## src/rtl/source_a_req_queue.sv

```systemverilog
// Request queue between the L2 scheduler and the SourceA stage.
// Buffers packed memory requests in a small circular FIFO and throttles
// issue so that no more than MAX_OUTSTANDING requests are in flight to main
// memory; D-channel retirements (d_fire_i) free up in-flight slots.
`timescale 1ns/1ps

module source_a_req_queue #(
    parameter int DEPTH           = 4,
    parameter int MAX_OUTSTANDING = 8,
    parameter int TAG_BITS        = 8,
    parameter int SET_BITS        = 4,
    parameter int OFFSET_BITS     = 4,
    parameter int OP_BITS         = 3,
    parameter int SIZE_BITS       = 3,
    parameter int SOURCE_BITS     = 4,
    parameter int MASK_BITS       = 4,
    parameter int DATA_BITS       = 32,
    // Packing MSB..LSB: {tag, set, offset, opcode, size, source, mask, data}
    localparam int PAYLOAD_BITS   = TAG_BITS + SET_BITS + OFFSET_BITS + OP_BITS
                                  + SIZE_BITS + SOURCE_BITS + MASK_BITS + DATA_BITS
) (
    input  logic                    clk,
    input  logic                    rst_n,
    input  logic                    enq_valid_i,
    output logic                    enq_ready_o,
    input  logic [PAYLOAD_BITS-1:0] enq_payload_i,
    output logic                    deq_valid_o,
    input  logic                    deq_ready_i,
    output logic [PAYLOAD_BITS-1:0] deq_payload_o,
    input  logic                    d_fire_i,
    output logic [7:0]              outstanding_o,
    output logic                    full_o,
    output logic                    empty_o,
    output logic                    underflow_o
);

    localparam int PTR_W = $clog2(DEPTH);
    localparam int CNT_W = PTR_W + 1;

    // Storage is intentionally not reset; the payload is only meaningful
    // while deq_valid_o is high.
    logic [PAYLOAD_BITS-1:0] r_mem [DEPTH];

    logic [PTR_W-1:0] r_wr_ptr;
    logic [PTR_W-1:0] r_rd_ptr;
    logic [CNT_W-1:0] r_count;
    logic [7:0]       r_outstanding;
    logic             r_underflow;

    logic             w_full;
    logic             w_empty;
    logic             w_enq_fire;
    logic             w_deq_fire;
    logic             w_deq_valid;
    logic [CNT_W-1:0] w_count_next;
    logic [7:0]       w_outstanding_next;
    logic             w_underflow_next;

    assign w_full      = (r_count == CNT_W'(DEPTH));
    assign w_empty     = (r_count == '0);
    // Issue is gated by the in-flight limit so outstanding never exceeds it.
    assign w_deq_valid = !w_empty && (r_outstanding < 8'(MAX_OUTSTANDING));
    // Full means no slot, even if a dequeue happens this cycle.
    assign w_enq_fire  = enq_valid_i && !w_full;
    assign w_deq_fire  = w_deq_valid && deq_ready_i;

    assign enq_ready_o   = !w_full;
    assign deq_valid_o   = w_deq_valid;
    assign deq_payload_o = r_mem[r_rd_ptr];
    assign outstanding_o = r_outstanding;
    assign full_o        = w_full;
    assign empty_o       = w_empty;
    assign underflow_o   = r_underflow;

    // Next-state for entry count, in-flight count and the sticky underflow flag.
    always_comb begin
        w_count_next       = r_count;
        w_outstanding_next = r_outstanding;
        w_underflow_next   = r_underflow;

        if (w_enq_fire && !w_deq_fire) begin
            w_count_next = r_count + CNT_W'(1);
        end else if (!w_enq_fire && w_deq_fire) begin
            w_count_next = r_count - CNT_W'(1);
        end

        if (d_fire_i && (r_outstanding == 8'd0)) begin
            w_underflow_next = 1'b1;
        end

        if (w_deq_fire && !d_fire_i) begin
            w_outstanding_next = r_outstanding + 8'd1;
        end else if (!w_deq_fire && d_fire_i && (r_outstanding != 8'd0)) begin
            w_outstanding_next = r_outstanding - 8'd1;
        end
    end

    // Payload write into the slot at the write pointer.
    always_ff @(posedge clk) begin
        if (w_enq_fire) begin
            r_mem[r_wr_ptr] <= enq_payload_i;
        end
    end

    // Pointer, count and in-flight state; pointers wrap naturally (power of 2).
    always_ff @(posedge clk or negedge rst_n) begin
        if (!rst_n) begin
            r_wr_ptr      <= '0;
            r_rd_ptr      <= '0;
            r_count       <= '0;
            r_outstanding <= 8'd0;
            r_underflow   <= 1'b0;
        end else begin
            if (w_enq_fire) begin
                r_wr_ptr <= r_wr_ptr + PTR_W'(1);
            end
            if (w_deq_fire) begin
                r_rd_ptr <= r_rd_ptr + PTR_W'(1);
            end
            r_count       <= w_count_next;
            r_outstanding <= w_outstanding_next;
            r_underflow   <= w_underflow_next;
        end
    end

endmodule

```

## config.mk

```make
export PLATFORM = sky130hd
export DESIGN_NAME = source_a_req_queue
export DESIGN_NICKNAME = d
export VERILOG_FILES = /design/src/rtl/source_a_req_queue.sv
export SDC_FILE = /design/constraint.sdc
export NUM_CORES = 1
export LEC_CHECK = 0
export CELL_PAD_IN_SITES_DETAIL_PLACEMENT = 0
export CELL_PAD_IN_SITES_GLOBAL_PLACEMENT = 1
export CORE_ASPECT_RATIO = 0.6
export CORE_MARGIN = 2
export CORE_UTILIZATION = 53
export CTS_BUF_LIST = sky130_fd_sc_hd__clkbuf_2 sky130_fd_sc_hd__clkbuf_4 sky130_fd_sc_hd__clkbuf_8
export DETAILED_ROUTE_END_ITERATION = 16
export PLACE_DENSITY_LB_ADDON = 0.1
export SLEW_MARGIN = 40
export SYNTH_ARGS = -nofsm -noshare
export SYNTH_HDL_FRONTEND = slang
export SYNTH_SLANG_ARGS = --single-unit
```

## constraint.sdc

```tcl
create_clock -name clk -period 6.2 [get_ports clk]
set_clock_uncertainty 0.1 [all_clocks]
set_input_delay 1.24 -clock clk [delete_from_list [all_inputs] [get_ports clk]]
set_output_delay 1.24 -clock clk [all_outputs]
set_load 0.01 [all_outputs]
```

==> impl_metrics.ini, run 1 <==
[clock_tree]
tritoncts = done
clk_pin_slew_ps = 60
cts-root-buf = clkbuf_8
cts_hold_buf = 0
cts_max_level = 2
cts_setup_buffers = 0
cts.sinks = 264
cts_resized = 0
clk_path_buf_depth = 3
clk_latency_ps = 510
numCtsBuffers = 39

[die]
die_h_um = 110
core_area_mm2 = 0.0183
start_util = 0.546
io_pins = 142
die_area_mm2 = 0.0199
die_w_um = 181
rows = 38

[synth]
synth-xor-area-share = 0.0114
netlist_area_mm2 = 0.00996
yosys.area_share.simple = 0.0127
synth_compound_area_frac = 0.0106
synth_cell_types = 33
syn_inst = 421
synthAdderAreaFrac = 0.0178
ys_seq_area_frac = 0.788
yosys_warnings = 0
ys_ff_latch = 264
synth_nets = 501
syn_avg_cell_area_um2 = 23.7
synthMuxAreaShare = 0.150
synth_top_family_by_area = multiplexers

[worst_hold_path]
min_to = underflow_o
hp-class = register to register
hp-start = underflow_o
hold_path_depth = 1

[pwr]
max-vdd-ir-drop_mv = 0.250
pwr_density_cell_mw_per_mm2 = 457
p_leak_nw = 4.13

[setup_path]
path_cells = buf_4, mux4_2, clkdlybuf4s50_1
cp.arrival_ps = 2910
critPathCaptureType = output port
cpMaxStageDelayCell = dfrtp_4
worst_path_largest_cell_delay_ps = 790
crit_required_ps = 4860
start_kind = register
r2r-start = outstanding_o[7]
path_class = register to output port
reg2reg_depth = 10
crit_fanout = 30
regToRegSetupSlack_ps = 3370
reg2reg_to = outstanding_o[6]

[timing]
fin_crit_sh = 0.685
fin_crit_ps = 4250
whs_ps = 372
relSlewSlack = 0.531
worst_slack_ps = 1950
setup_viol = 0
fin_setup_tns_ps = 0
timing.fmax_mhz = 235
drv_slew = 0
finalHoldViolations = 0
rsz0062_at_grt = no
max_slew.worst_pin.slew_ps = 704

[routing]
drtAntennaViolNets = 0
wl_per_cell_um = 20.9
vias_per_cell = 5.47
firstDrtPassIters = 4
wl_um = 18200
vias = 4763
drc_errors = 0
drt_iter0_drc = 298

[flow_run]
maxCapViolations = 0

[grt]
grt_pass1_vias = 4989
gr-total-overflow = 0
grt_start_max_net_pins = 37
antenna_found_initial = 2
grt_pass1_wl_um = 27400
track_usage = 0.185

[placed_design]
dp.cells = 797
post-dp-hpwl_um = 11400
io_buffers = 141
gp_congestion = 0.772
place_area_mm2 = 0.0118
pre_cts_ws_ps = 2260

[status]
status = finished clean

[final_layout]
syn_to_final_growth_pct = 25.8
num-fill-cells = 1151
finish.net_count = 678
drive_above_1_share = 0.239
finalNonFillerCells = 870
finish.instance_area_mm2 = 0.0125
## metal layers
metal  part of all wire  GRT usage
met5                  0          0
met4              0.013     0.0494
met3              0.076     0.0555
met2               0.47      0.290
met1               0.44      0.259
## sequential cells by signal (all words and copies together), names as in the netlist
signal         flops
r_mem            248
outstanding_o      8
r_count            3
r_rd_ptr           2
r_wr_ptr           2
underflow_o        1
## worst max path at each step
stage	startpoint	endpoint	slack, ps	cells after the start
final	r_rd_ptr[0]	deq_payload_o[50]	1950	3
after detailed placement	deq_ready_i	outstanding_o[6]	2260	11
after floorplan	enq_valid_i	r_mem[0][0]	2920	1
after CTS	r_rd_ptr[0]	deq_payload_o[50]	1820	3
after global routing	r_rd_ptr[0]	deq_payload_o[50]	1710	3
after global placement	r_rd_ptr[0]	deq_payload_o[50]	2360	3
## synth_stat cells
cell type  count  area [um^2]
and2_0         1         6.26
o211ai_1       1         7.51
or2_1          1         6.26
mux2_2         1         11.3
mux2_4         5         75.1
buf_2          7         35.0
nor2_2         1         6.26
and3_1         4         25.0
o21bai_1       1         7.51
nand3_2        1         10.0
nor3_1         3         15.0
dfrtp_1       16          400
nand4_1        1         6.26
o21ai_0        2         10.0
a21o_1         1         7.51
mux4_2        62         1400
o31ai_1        1         7.51
fa_1           2         40.0
ha_1          11          138
a41o_2         1         11.3
edfxtp_1     248         7450
nand2_1        6         22.5
clkbuf_1       7         26.3
nor3_2         1         10.0
o31a_1         1         8.76
xor2_1         5         43.8
o21a_1         2         15.0
buf_6          1         11.3
xnor2_1        8         70.1
a21oi_1        6         30.0
nor2_1         5         18.8
inv_1          7         26.3
mux2i_1        1         10.0
## area by class of cell
class	instances	area (um^2)	share of cell area
timing repair buffer	151	1570	0.125
antenna	2	5.00	0.000399
tap	240	300	0.0240
inverter	7	26.3	0.00210
clock inverter	15	68.8	0.00549
sequential	264	7850	0.627
clock buffer	56	671	0.0535
multi-input combinational	135	2040	0.162
## stage by stage
stage / power, W / utilization
after floorplan: 0.00357 / -
after global placement: 0.00439 / 0.638
after detailed placement: 0.00448 / 0.646
after CTS: 0.00581 / 0.686
after global routing: 0.00601 / 0.686
final: 0.00572 / 0.686
## cell families after synthesis
family                     after synthesis
xor gates and xnor gates                13
buffers and inverters                   22
DFF                                    264
AOI/OAI and AO/OA                       16
and+or+nand+nor                         24
adders and majority gates               13
muxes                                   69
## power by group
part,total [W],internal [W],switching [W]
registers,0.00255,0.00236,0.000194
clock network,0.00132,0.000699,0.000617
logic,0.00186,0.00104,0.000812
total,0.00572,0.00410,0.00162
## critical path: cells and delay by family (launching register included)
kind	cells	cell delay, ps
muxes	1	590
DFF	1	790
buffers and inverters	2	990
## layout by cell type (no fill, tap or decap), types with 2 or more instances in the layout
master	instances
clkinv_1	10
clkdlybuf4s50_1	140
o21a_1	2
ha_1	11
o21ai_0	2
inv_1	7
mux4_2	62
clkbuf_8	40
buf_12	7
fa_1	2
clkinv_2	3
nand2_1	6
diode_2	2
edfxtp_1	248
mux2_4	5
clkbuf_4	16
and3_4	4
nor3_1	3
dfrtp_1	14
xor2_1	5
a21oi_1	6
buf_4	3
nor2_1	5
xnor2_1	8
(Power assumes the default switching activity.)
==> run 2, diff against run 1 <==
- CORE_UTILIZATION: 53 -> 44
- clock period: 6.2 -> 3.5 ns (I/O delays scaled with it)
==> run 2 against run 1 <==
Die area is 20% higher. Worst hold slack lost 7.8 ps. Design area increased by 1.0%. Sequential cell count stayed put. Non-clock buffer count up 5. Combinational power increased by 83%. Clock-buffer cell count is 3 lower. Critical path type unchanged. Global-route usage is 2.1 points lower. Critical path depth did not move. Routed wire length is 5.1% higher.
==> impl_metrics.ini, run 2 (same netlist as run 1, synthesis figures left out) <==
[final_layout]
finish.instance_area_mm2 = 0.0127
drive_above_1_share = 0.240
syn_to_final_growth_pct = 27.1
largest_reg_flops = 248
finish.net_count = 684
final_cell_mix = edfxtp_1, clkdlybuf4s50_1, mux4_2
finalNonFillerCells = 943
largest_register = r_mem
mostFrequentLayoutCell = edfxtp_1

[grt]
grt_pass1_vias = 5039
gr-total-overflow = 0
grt_pass1_wl_um = 28400
track_usage = 0.163
grt_start_max_net_pins = 32
antenna_found_initial = 1

[setup_path]
crit_required_ps = 2700
r2r-start = outstanding_o[7]
critPathCaptureType = output port
cpMaxStageDelayCell = dfrtp_4
path_cells = buf_12, mux4_2, clkdlybuf4s50_1
worst_path_largest_cell_delay_ps = 630
crit_fanout = 21
path_buf_inv = 2
cp.arrival_ps = 2520
path_class = register to output port
path_delay_family = buffers and inverters
start_kind = register
startpoint = r_rd_ptr[0]

[timing]
fin_crit_ps = 3320
setup_viol = 0
fin_setup_tns_ps = 0
finalHoldViolations = 0
timing.fmax_mhz = 301
rsz0062_at_grt = no
max_slew.worst_pin.slew_ps = 448
drv_slew = 0
relSlewSlack = 0.701
fin_crit_sh = 0.949

[clock_tree]
numCtsBuffers = 40
cts-root-buf = clkbuf_8
cts.sinks = 264
clk_path_buf_depth = 3
cts_max_level = 2
tritoncts = done
clk_latency_ps = 540
clk_pin_slew_ps = 50

[placed_design]
io_buffers = 141
gp_congestion = 0.735
dp.cells = 869
place_area_mm2 = 0.0119
post-dp-hpwl_um = 11800

[routing]
vias_per_cell = 5.08
wl_um = 19100
drc_errors = 0
wl_per_cell_um = 20.2
drtAntennaViolNets = 0
vias = 4795
drt_iter0_drc = 217
firstDrtPassIters = 4

[die]
die_h_um = 121
rows = 42
start_util = 0.450
die_area_mm2 = 0.0239
die_w_um = 198
core_area_mm2 = 0.0221
io_pins = 142

[pwr]
pwr_density_cell_mw_per_mm2 = 808
netSwitchingFraction = 0.288
clockPowerShare = 0.229
max-vdd-ir-drop_mv = 0.405
p_leak_nw = 4.15
power_switching_w = 0.00294
comb_power_share = 0.333
p_seq_frac = 0.437
internal_power_w = 0.00728

[worst_hold_path]
hp-start = underflow_o
hp-class = register to register

[flow_run]
maxCapViolations = 0

[status]
status = finished clean
## run 2: cell count changes in the layout (fill, tap and decap cells not counted), sizes merged
cell,previous run,this run
clkinv,13,16
inv,8,7
diode,2,1
dlygate4sd3,0,1
clkbuf,56,53
clkinvlp,1,3
buf,11,15
## run 2: worst paths after layout
check,slack [ps],to,cells past startpoint
setup / recovery,180,deq_payload_o[38],3
hold reg to reg,360,underflow_o,1
min in group asynchronous,540,r_wr_ptr[1],2
hold / removal,360,underflow_o,1
setup reg to reg,600,outstanding_o[6],10
max in group asynchronous,2430,r_rd_ptr[1],2
## run 2: worst reg2reg max path, stage by stage, from the launching register on
cell	delay (ps)
dfrtp_1	420
nor3_2	370
nand3_2	180
nor2_2	160
inv_1	160
fa_1	440
a21oi_1	220
o211ai_1	140
a21oi_1	240
xnor2_1	90
mux2_4	260
## run 2: repair_timing
action / 4_1_cts / 5_1_grt
hold endpoints to repair: 0 / 16
hold buffers: 0 / 1
buffers inserted: 0 / 0
gates resized for setup: 0 / 1
endpoints found under the setup margin: 0 / 3
## run 2: through the flow
stage / worst slack [ps] / hold WS [ps] / total power, W / utilization
3_5_place_dp: 64.7 / 356 / 0.00801 / 0.538
3_3_place_gp: 165 / 347 / 0.00793 / 0.538
4_1_cts: 28.0 / 368 / 0.0104 / 0.572
6_report: 180 / 365 / 0.0102 / 0.572
2_1_floorplan: 764 / 304 / 0.00633 / -
5_1_grt: 55.0 / 376 / 0.0107 / 0.572
## run 2: routing by layer
layer / vias up / global-route usage / wire length (um)
li1: 2141 / - / -
met1: 2487 / 0.225 / 8750
met2: 142 / 0.251 / 8820
met3: 25 / 0.0513 / 1270
met4: 0 / 0.0536 / 245
met5: - / 0 / 0
## run 2: layout make-up
type	instances	area [um^2]
Tap cell	308	385
Clock buffer	53	654
Fill cell	1649	9470
Sequential cell	264	7860
Inverter	7	26.3
Clock inverter	19	86.3
Antenna cell	1	2.50
Timing Repair Buffer	156	1610
Multi-Input combinational cell	135	2040
## run 2: power groups by stage
| stage | logic, W | registers (W) | clock network (W) |
|---|---|---|---|
| finish | 0.00341 | 0.00447 | 0.00235 |
| global placement | 0.00343 | 0.00450 | 0 |
| CTS | 0.00348 | 0.00448 | 0.00244 |
| global route | 0.00365 | 0.00454 | 0.00256 |
| detailed placement | 0.00346 | 0.00454 | 0 |
| floorplan | 0.00188 | 0.00445 | 0 |
